==> config.mk <==
export PLATFORM = sky130hd
export DESIGN_NAME = pic_ack_sequencer
export DESIGN_NICKNAME = d
export VERILOG_FILES = /design/src/rtl/pic_ack_sequencer.sv
export SDC_FILE = /design/constraint.sdc
export NUM_CORES = 1
export LEC_CHECK = 0
export CORE_ASPECT_RATIO = 1.2
export CORE_MARGIN = 4
export CORE_UTILIZATION = 45
export DETAILED_ROUTE_END_ITERATION = 6
export HOLD_SLACK_MARGIN = 0.06
export MAX_ROUTING_LAYER = met4
export PLACE_DENSITY = 0.77
export SLEW_MARGIN = 20
export SYNTH_ARGS = -nofsm -noshare
export SYNTH_HDL_FRONTEND = slang
export SYNTH_SLANG_ARGS = --single-unit
==> constraint.sdc <==
create_clock -name CLK -period 5.6 [get_ports CLK]
set_clock_uncertainty 0.1 [all_clocks]
set_input_delay 0.56 -clock CLK [delete_from_list [all_inputs] [get_ports CLK]]
set_output_delay 0.56 -clock CLK [all_outputs]
set_load 0.05 [all_outputs]
==> src/rtl/pic_ack_sequencer.sv <==
// 8259 interrupt-acknowledge sequencer: priority resolve, INT, two-INTA handshake, ISR/EOI ownership.
// Latency: IRR bit -> INT one cycle; INTA -> ISR/IRR_CLR/vector registered one cycle later.
// Backpressure: none; INTA/EOI strobes are single-cycle and always accepted when the state allows them.
//
// Ports:
//   CLK, RST                 clock, synchronous active-high reset
//   IRR                      masked request bits from the request register
//   INTA_PULSE               one strobe per CPU INTA
//   VECTOR_BASE              upper five vector bits (T7..T3)
//   AEOI, ROTATE_MODE        automatic EOI enable, rotating-priority enable
//   EOI_CMD, SEOI_CMD/LEVEL  non-specific and specific EOI strobes
//   POLL_CMD                 poll strobe (only when POLL_EN is defined)
//   INT                      registered interrupt request to the CPU
//   IRR_CLR                  one-hot, one-cycle clear back to the request register
//   ISR                      in-service register
//   DATA_OUT, DATA_VALID     vector / poll word with one-cycle qualifier
//
// Optional feature macro: POLL_EN (adds POLL_CMD and the poll-word path).
module pic_ack_sequencer #(
    parameter int INTA_TIMEOUT = 255,
    parameter int TIMEOUT_W    = 8
) (
    input  logic       CLK,
    input  logic       RST,
    input  logic [7:0] IRR,
    input  logic       INTA_PULSE,
    input  logic [4:0] VECTOR_BASE,
    input  logic       AEOI,
    input  logic       ROTATE_MODE,
    input  logic       EOI_CMD,
    input  logic       SEOI_CMD,
    input  logic [2:0] SEOI_LEVEL,
`ifdef POLL_EN
    input  logic       POLL_CMD,
`endif
    output logic       INT,
    output logic [7:0] IRR_CLR,
    output logic [7:0] ISR,
    output logic [7:0] DATA_OUT,
    output logic       DATA_VALID
);

    typedef enum logic [1:0] {S_IDLE, S_REQ, S_ACK1} state_e;

    localparam logic [TIMEOUT_W-1:0] TIMEOUT_MAX = TIMEOUT_W'(INTA_TIMEOUT);

    // Reorder a level vector so bit 0 is the highest priority level (P+1).
    function automatic logic [7:0] rotate_order(input logic [7:0] v, input logic [2:0] p);
        logic [7:0] r;
        logic [2:0] idx;
        r = '0;
        for (int k = 0; k < 8; k++) begin
            idx  = p + 3'd1 + 3'(k);
            r[k] = v[idx];
        end
        return r;
    endfunction

    // Rank of the highest-priority set bit; 8 means none set.
    function automatic logic [3:0] first_rank(input logic [7:0] r);
        logic [3:0] rank;
        rank = 4'd8;
        for (int k = 7; k >= 0; k--) begin
            if (r[k]) rank = 4'(k);
        end
        return rank;
    endfunction

    state_e                 state_q, state_d;
    logic                   int_q, int_d;
    logic [7:0]             irr_clr_q, irr_clr_d;
    logic [7:0]             isr_q, isr_d;
    logic [7:0]             data_out_q, data_out_d;
    logic                   data_valid_q, data_valid_d;
    logic [2:0]             lp_q, lp_d;
    logic [2:0]             lvl_q, lvl_d;
    logic                   spur_q, spur_d;
    logic [TIMEOUT_W-1:0]   timeout_q, timeout_d;

    logic [2:0] prio_p;
    logic [3:0] irr_rank, isr_rank;
    logic       cand_vld, isr_top_vld, timeout_hit;
    logic [2:0] cand_lvl, isr_top_lvl;
    logic [7:0] isr_set, hs_clr, eoi_clr;

    // Candidate must outrank every in-service level; an absent ISR ranks 8.
    assign prio_p      = ROTATE_MODE ? lp_q : 3'd7;
    assign irr_rank    = first_rank(rotate_order(IRR, prio_p));
    assign isr_rank    = first_rank(rotate_order(isr_q, prio_p));
    assign cand_vld    = (irr_rank < isr_rank);
    assign cand_lvl    = prio_p + 3'd1 + irr_rank[2:0];
    assign isr_top_vld = ~isr_rank[3];
    assign isr_top_lvl = prio_p + 3'd1 + isr_rank[2:0];
    assign timeout_hit = (timeout_q == TIMEOUT_MAX);

    // State register and all datapath registers.
    always_ff @(posedge CLK) begin
        if (RST) begin
            state_q      <= S_IDLE;
            int_q        <= 1'b0;
            irr_clr_q    <= '0;
            isr_q        <= '0;
            data_out_q   <= '0;
            data_valid_q <= 1'b0;
            lp_q         <= 3'd7;
            lvl_q        <= 3'd0;
            spur_q       <= 1'b0;
            timeout_q    <= '0;
        end else begin
            state_q      <= state_d;
            int_q        <= int_d;
            irr_clr_q    <= irr_clr_d;
            isr_q        <= isr_d;
            data_out_q   <= data_out_d;
            data_valid_q <= data_valid_d;
            lp_q         <= lp_d;
            lvl_q        <= lvl_d;
            spur_q       <= spur_d;
            timeout_q    <= timeout_d;
        end
    end

    // Next-state logic.
    always_comb begin
        state_d = state_q;
        case (state_q)
            S_IDLE: begin
`ifdef POLL_EN
                if (POLL_CMD)      state_d = S_IDLE;
                else
`endif
                if (cand_vld)      state_d = S_REQ;
            end
            S_REQ: begin
                if (INTA_PULSE)    state_d = S_ACK1;
`ifdef POLL_EN
                else if (POLL_CMD) state_d = S_IDLE;
`endif
            end
            S_ACK1: begin
                if (INTA_PULSE || timeout_hit) state_d = S_IDLE;
            end
            default:               state_d = S_IDLE;
        endcase
    end

    // Output / datapath next values.
    always_comb begin
        irr_clr_d    = '0;
        data_valid_d = 1'b0;
        data_out_d   = data_out_q;
        lvl_d        = lvl_q;
        spur_d       = spur_q;
        lp_d         = lp_q;
        timeout_d    = '0;
        isr_set      = '0;
        hs_clr       = '0;
        eoi_clr      = '0;

        case (state_q)
            S_REQ: begin
                if (INTA_PULSE) begin
                    // A vanished candidate is acknowledged as spurious IR7.
                    lvl_d  = cand_vld ? cand_lvl : 3'd7;
                    spur_d = ~cand_vld;
                    if (cand_vld) begin
                        isr_set[cand_lvl]   = 1'b1;
                        irr_clr_d[cand_lvl] = 1'b1;
                    end
                end
            end
            S_ACK1: begin
                timeout_d = timeout_q + TIMEOUT_W'(1);
                if (INTA_PULSE) begin
                    data_out_d   = {VECTOR_BASE, lvl_q};
                    data_valid_d = 1'b1;
                    if (AEOI && !spur_q) begin
                        hs_clr[lvl_q] = 1'b1;
                        if (ROTATE_MODE) lp_d = lvl_q;
                    end
                end else if (timeout_hit && !spur_q) begin
                    hs_clr[lvl_q] = 1'b1;
                end
            end
            default: ;
        endcase

`ifdef POLL_EN
        if (POLL_CMD && (state_q != S_ACK1) && !((state_q == S_REQ) && INTA_PULSE)) begin
            data_valid_d = 1'b1;
            data_out_d   = cand_vld ? {1'b1, 4'b0000, cand_lvl} : 8'h00;
            if (cand_vld) begin
                isr_set[cand_lvl]   = 1'b1;
                irr_clr_d[cand_lvl] = 1'b1;
            end
        end
`endif

        // EOI sees the pre-update ISR; specific EOI outranks non-specific.
        if (SEOI_CMD) begin
            eoi_clr[SEOI_LEVEL] = 1'b1;
            if (ROTATE_MODE) lp_d = SEOI_LEVEL;
        end else if (EOI_CMD && isr_top_vld) begin
            eoi_clr[isr_top_lvl] = 1'b1;
            if (ROTATE_MODE) lp_d = isr_top_lvl;
        end

        // A set from the handshake wins over any clear of the same bit.
        isr_d = (isr_q & ~hs_clr & ~eoi_clr) | isr_set;
        int_d = (state_d == S_REQ);
    end

    assign INT        = int_q;
    assign IRR_CLR    = irr_clr_q;
    assign ISR        = isr_q;
    assign DATA_OUT   = data_out_q;
    assign DATA_VALID = data_valid_q;

endmodule

* Yosys cells after proc, flatten, opt, wreduce, memory -nomap -nowiden *
Index checks and enable logic that the tools add are counted.

operators by class
  $add $sub $neg = 11
  bitwise logic cells = 8
  order comparisons = 17
  multiplexer cells = 80
  reduce and logical (&&, ||, !) cells = 13
  equality and inequality tests = 4

operators with widths
  operator                                                                             count
  8-bit two-way mux                                                                    9
  4-bit two-way mux                                                                    16
  1-bit binary-select mux with 3-bit select                                            16
  3-bit by 4-bit < comparator with 1-bit output, second input constant                 12
  3-bit two-way mux                                                                    10
  1-bit two-way mux                                                                    21
  8-bit bitwise AND                                                                    2
  8-bit NOT                                                                            2
  3-bit adder, second input constant                                                   4
  1-bit demux with 3-bit select                                                        4
  3-bit by 1-bit greater-or-equal comparator with 1-bit output, second input constant  4
  8-bit by 1-bit adder with 8-bit output, second input constant                        1
  8-bit == test, second input constant                                                 1
  8-bit bitwise OR                                                                     1
  1-bit logical AND                                                                    7
  3-bit by 1-bit adder with 3-bit output, second input constant                        2
  3-bit by 2-bit adder with 3-bit output, second input constant                        2
  3-bit adder                                                                          2
  2-bit two-way mux                                                                    3
  2-bit case mux with 3 select lines                                                   1
  2-bit by 1-bit == test with 1-bit output, second input constant                      2
  4-bit < comparator                                                                   1
  2-bit AND reduction                                                                  2
  1-bit NOT                                                                            3
  other kinds (5)                                                                      5

storage, ports and cells
  input bits = 23
  register bits after elaboration = 43

* Logic depth before layout (Yosys ltp) *
Gate-level depths: netlist of the first run.

  word-level depth = 23
  mapped depth = 18
  gate-level depth less buffers = 14

* Least setup slack after synthesis of the first run *
OpenSTA, ideal clock, no wires.

  path type = input to register
  start = input port ROTATE_MODE
  end = register isr_q[2] (netlist: ISR[2])
  setup time = 0.114 ns
  data arrival time = 4.262 ns
  stages on the path = 16
  path buffers = 3
  data required time = 5.386 ns
  slack = 1.124 ns
  path through = buf_4 -> nor2b_4 -> buf_12 -> inv_12 -> buf_8 -> ha_1 -> xnor3_2 -> mux4_2 -> a211oi_2 -> o21ai_1 -> and3_1 -> fa_1 -> xor2_1 -> xnor2_1 -> o41a_1 -> a21o_1

between the ends
  cells in the longest elaborated chain, start to end = 23

RTL lines
  item                                                                                                                                                 line        source
  start: declaration                                                                                                                                   29          input logic ROTATE_MODE,
  3-bit two-way mux (*)                                                                                                                                87          assign prio_p = ROTATE_MODE ? lp_q : 3'd7;
  3-bit by 1-bit adder with 3-bit output (*)                                                                                                           53, 91, 93
  3-bit adder                                                                                                                                          53          idx = p + 3'd1 + 3'(k);
  1-bit binary-select mux with 3-bit select                                                                                                            54          r[k] = v[idx];
  1-bit two-way mux (implied by the code)                                                                                                              54
  4-bit two-way mux (8 in a row)                                                                                                                       64          if (r[k]) rank = 4'(k);
  3-bit adder                                                                                                                                          93          assign isr_top_lvl = prio_p + 3'd1 + isr_rank[2:0];
  3-bit by 4-bit < comparator with 1-bit output (implied by the code) or 3-bit by 1-bit greater-or-equal comparator with 1-bit output (tied branches)  204         eoi_clr[isr_top_lvl] = 1'b1;
  1-bit logical AND (implied by the code)                                                                                                              204
  1-bit two-way mux (implied by the code)                                                                                                              204
  1-bit demux with 3-bit select                                                                                                                        204
  8-bit two-way mux                                                                                                                                    203         end else if (EOI_CMD && isr_top_vld) begin
  8-bit two-way mux                                                                                                                                    200         if (SEOI_CMD) begin
  8-bit NOT                                                                                                                                            209         isr_d = (isr_q & ~hs_clr & ~eoi_clr) | isr_set;
  8-bit bitwise AND                                                                                                                                    209
  8-bit bitwise OR (*)                                                                                                                                 209
  end signal: assignment                                                                                                                               113         isr_q <= isr_d;
  end: declaration                                                                                                                                     72          logic [7:0] isr_q, isr_d;

Every way passes the cells marked *; elsewhere a longest branch is shown, timed or not. The select of a mux whose other input is x is not followed.
A chain may end at the register's enable or synchronous reset.

* Worst setup path in the final report of the first run *
  start = input port ROTATE_MODE
  end = register irr_clr_q[0] (netlist: IRR_CLR[0])

between the ends
  cells in the longest elaborated chain, start to end = 21

RTL lines
  item                                                                                                                                                 line    source
  3-bit two-way mux (*)                                                                                                                                87
  3-bit by 1-bit adder with 3-bit output (*)                                                                                                           53, 91
  3-bit adder                                                                                                                                          53
  1-bit binary-select mux with 3-bit select                                                                                                            54
  1-bit two-way mux (implied by the code)                                                                                                              54
  4-bit two-way mux (8 in a row)                                                                                                                       64
  3-bit adder                                                                                                                                          91      assign cand_lvl = prio_p + 3'd1 + irr_rank[2:0];
  3-bit by 4-bit < comparator with 1-bit output (implied by the code) or 3-bit by 1-bit greater-or-equal comparator with 1-bit output (tied branches)  168     irr_clr_d[cand_lvl] = 1'b1;
  1-bit logical AND (implied by the code)                                                                                                              168
  1-bit two-way mux (implied by the code)                                                                                                              168
  1-bit demux with 3-bit select                                                                                                                        168
  8-bit two-way mux (*)                                                                                                                                166     if (cand_vld) begin
  8-bit two-way mux (*)                                                                                                                                162     if (INTA_PULSE) begin
  8-bit two-way mux (*)                                                                                                                                n/a
  end signal: assignment                                                                                                                               112     irr_clr_q <= irr_clr_d;
  end: declaration                                                                                                                                     71      logic [7:0] irr_clr_q, irr_clr_d;

Marks and branches as above.

==> impl_metrics.env, run 1 <==
export IMPL_critPathCaptureType="flop"
export IMPL_drc=0
export IMPL_fillers=657
export IMPL_syn_inst=327
export IMPL_chipHeight_um=102
export IMPL_grt_ovfl_total=0
export IMPL_critical_path_max_stage_delay_ns=0.72
export IMPL_grt_use_total=0.202
export IMPL_finalSetupViolations=0
export IMPL_gp_congestion=0.918
export IMPL_synth_warnings=0
export IMPL_vias_per_cell=6.02
export IMPL_timing_final_crit_share=0.892
export IMPL_port_buffers=48
export IMPL_power_switching_uw=462
export IMPL_first_pass_iters=5
export IMPL_netlist_area_mm2=0.00332
export IMPL_antenna_found_initial=0
export IMPL_nNetsFinal=404
export IMPL_worstMarginPinSlew_ns=0.780
export IMPL_grt_pass1_wl_um=13700
export IMPL_hold_path_class="flop to flop"
export IMPL_crit_type="primary input to flop"
export IMPL_seqPwrFrac=0.324
export IMPL_cts_resized=0
export IMPL_synth_edf_count=0
export IMPL_synth_top_family_by_area="multiplexers"
export IMPL_synth_compound_area_frac=0.166
export IMPL_critPathMostFrequentCell="xnor2_2"
export IMPL_synth_top_area_share=0.260
export IMPL_startpoint_type="primary input"
export IMPL_path_max_fanout=8
export IMPL_setup_tns_ns=0
export IMPL_synth_seq_cells=43
export IMPL_yosysUniqueCellTypes=72
export IMPL_grt_pass1_vias=2849
export IMPL_fmax_mhz=200
export IMPL_hpwl_um=6390
export IMPL_cts_hold_buffers=0
export IMPL_p_leak_nw=1.52
export IMPL_placed_area_mm2=0.00385
export IMPL_synth_fa_ha_area_frac=0.0347
export IMPL_postLayoutCellArea_mm2=0.00396
export IMPL_relSlewSlack=0.478
export IMPL_fp_coreArea_mm2=0.00723
export IMPL_antenna_cells=0
export IMPL_root_buffer="clkbuf_8"
export IMPL_slew_viol_final=0
export IMPL_syn_num_nets=358
export IMPL_grt_max_degree=22
export IMPL_synth_main_ff_cell="dfxtp_1"
export IMPL_synthSimpleGateAreaFrac=0.189
export IMPL_critical_path_slowest_cell="clkdlybuf4s50_1"
export IMPL_htree_levels=2
export IMPL_finalPower_mw=1.14
export IMPL_hold_viol_final=0
export IMPL_dieArea_mm2=0.00881
export IMPL_utilization=0.548
export IMPL_cts_buffers_inserted=5
export IMPL_rows=34
export IMPL_start_util=0.458
export IMPL_powerDensity_mw_per_mm2=287
export IMPL_yosys_area_top_type="dfxtp_1"
export IMPL_drive_gt1_frac=0.174
export IMPL_wl_per_cell_um=17.7
export IMPL_crit_path_cell_trace="clkdlybuf4s50_1 > nor2b_4 > inv_12 > ha_1 > xnor2_2 > buf_4 > mux4_2 > a21boi_4 > a21boi_2 > or3_1 > fa_1 > xor2_1 > xnor2_2 > nand2_1 > a2111oi_2"
export IMPL_io_pins=49
export IMPL_avgSynthCellArea_um2=10.1
export IMPL_cts_sinks=43
export IMPL_ant_nets=0
export IMPL_critPathArrivalTime_ns=5.09
export IMPL_drv_cap=0
export IMPL_ir_drop_mv=0.219
export IMPL_synthArstFlopShare=0
export IMPL_fp_dieW_um=86.4
export IMPL_p_comb_frac=0.460
export IMPL_path_clk_slew_ns=0.08
export IMPL_rsz0062_at_grt="false"
export IMPL_drtIter0Drc=150
export IMPL_clkLatencyLatePin_ns=0.31
export IMPL_p_sw_frac=0.406
export IMPL_area_delta_synth_final_pct=19.5
export IMPL_intPower_uw=675
export IMPL_fin_cells=464
export IMPL_cp_data_required_time_ns=5.70
export IMPL_yosys_area_share_xor_xnor=0.0434
export IMPL_synthTopCellsByArea="dfxtp_1 26%, mux4_2 14%, mux2i_1 8.8%, nor2_1 4.0%, o211ai_1 2.5%"
export IMPL_status="finished clean"
export IMPL_cts_tree="done"
export IMPL_clockPowerShare=0.216
export IMPL_timing_final_crit_period_ns=5.00
export IMPL_ys_seq_area_frac=0.260
export IMPL_postCtsSetupBuffers=0
export IMPL_muxShareOfSynthArea=0.258
export IMPL_cts_max_path_buffers=2
export IMPL_wl_um=8200
export IMPL_placedCellCount=456
export IMPL_vias=2791
==> worst paths after layout <==
kind,end,slack (ns),cells past startpoint,from
hold reg to reg,timeout_q[0],0.36,1,timeout_q[0]
hold / removal,timeout_q[0],0.36,1,timeout_q[0]
setup / recovery,IRR_CLR[0],0.60,15,ROTATE_MODE
setup reg to reg,IRR_CLR[0],1.31,14,lp_q[0]
==> critical path, delay by kind of cell <==
family                   cells  cell delay (ns)
AO/OA/AOI/OAI                3             0.54
XOR/XNOR                     3             0.85
adder cells (fa/ha/maj)      2             0.60
buffers and inverters        3             0.98
multiplexers                 1             0.54
AND/OR/NAND/NOR              3             1.01
==> cell usage in the layout, fill, tap and decap left out, types with 4 or more instances in the layout <==
master,netlist,final
nor3b_1,4,4
o211ai_1,11,11
mux4_2,21,21
xor2_1,6,6
a21oi_1,8,8
nand4_1,6,6
and3_1,8,8
dfxtp_1,43,43
nor3_1,4,4
nand2b_1,8,8
buf_4,3,6
and2_1,4,4
nand2_1,20,20
a21o_1,4,4
mux2i_1,29,29
nor2_1,35,35
inv_1,9,9
a31oi_1,5,5
xnor2_1,4,4
mux2_1,5,5
nand3_1,6,6
clkdlybuf4s50_1,0,48
clkbuf_8,0,5
ha_1,6,6
==> synthesized netlist by cell type, drive strengths merged, types with 2 or more instances <==
master,number
fa,2
a31o,3
a21o,4
nand3,8
a31oi,5
mux4,21
nand2,21
clkbuf,6
mux2,8
nand2b,9
inv,10
xor2,6
nor4b,2
and3,8
a22o,2
or3,2
nor2,35
o41ai,3
a21oi,9
o31ai,3
buf,9
nand4,7
o2111ai,3
a311oi,2
a2111oi,3
a211oi,3
nand3b,3
dfxtp,43
a21boi,2
ha,6
and2,4
o21ai,5
nor3,4
or2,2
o211ai,12
nor3b,4
xnor2,6
nor2b,3
mux2i,29
==> cell families (layout without fill, tap and decap cells) <==
| kind of cell | count (synthesis) | count (layout) |
|---|---|---|
| simple gates | 115 | 115 |
| buf+inv | 26 | 73 |
| xor+xnor | 13 | 13 |
| compound gates | 64 | 64 |
| mux | 58 | 58 |
| fa+ha+maj | 8 | 8 |
| flops | 43 | 43 |
==> metal layers <==
layer	wire, um	global-route usage
met1	3260	0.234
met2	4200	0.351
met3	498	0.0282
met5	0	-
met4	238	0.0791
==> sequential cells by signal, indices dropped and copies added, names as in the netlist <==
name	cells
ISR	8
timeout_q	8
spur_q	1
IRR_CLR	8
DATA_VALID	1
lp_q	3
INT	1
lvl_q	3
DATA_OUT	8
state_q	2
==> area by class of cell <==
type | count | area [um^2] | share of cell area
clock inverter | 3 | 43.8 | 0.0111
tap | 90 | 113 | 0.0284
timing repair buffer | 54 | 526 | 0.133
sequential | 43 | 861 | 0.217
clock buffer | 5 | 68.8 | 0.0174
multi-input combinational | 258 | 2300 | 0.580
inverter | 11 | 53.8 | 0.0136
==> metrics by stage <==
stage / hold slack (ns) / setup slack (ns)
final: 0.362 / 0.603
after global routing: 0.390 / 0.351
after CTS: 0.367 / 0.606
after detailed placement: 0.355 / 0.329
after global placement: 0.327 / 0.351
after floorplan: 0.313 / 1.12
==> power groups by stage <==
stage,logic (mW),registers (mW),clock network [mW]
after floorplan,0.362,0.401,0
after global placement,0.511,0.375,0
after detailed placement,0.517,0.375,0
after CTS,0.521,0.368,0.249
after global routing,0.569,0.372,0.261
final,0.523,0.369,0.245
No activity file was read; power rests on OpenSTA's default activity.
==> run 2, diff against run 1 <==
ABC_AREA = 0   (was not set)
==> results of run 2 <==
No change in the layout: final DEF, timing and power equal those of run 1.
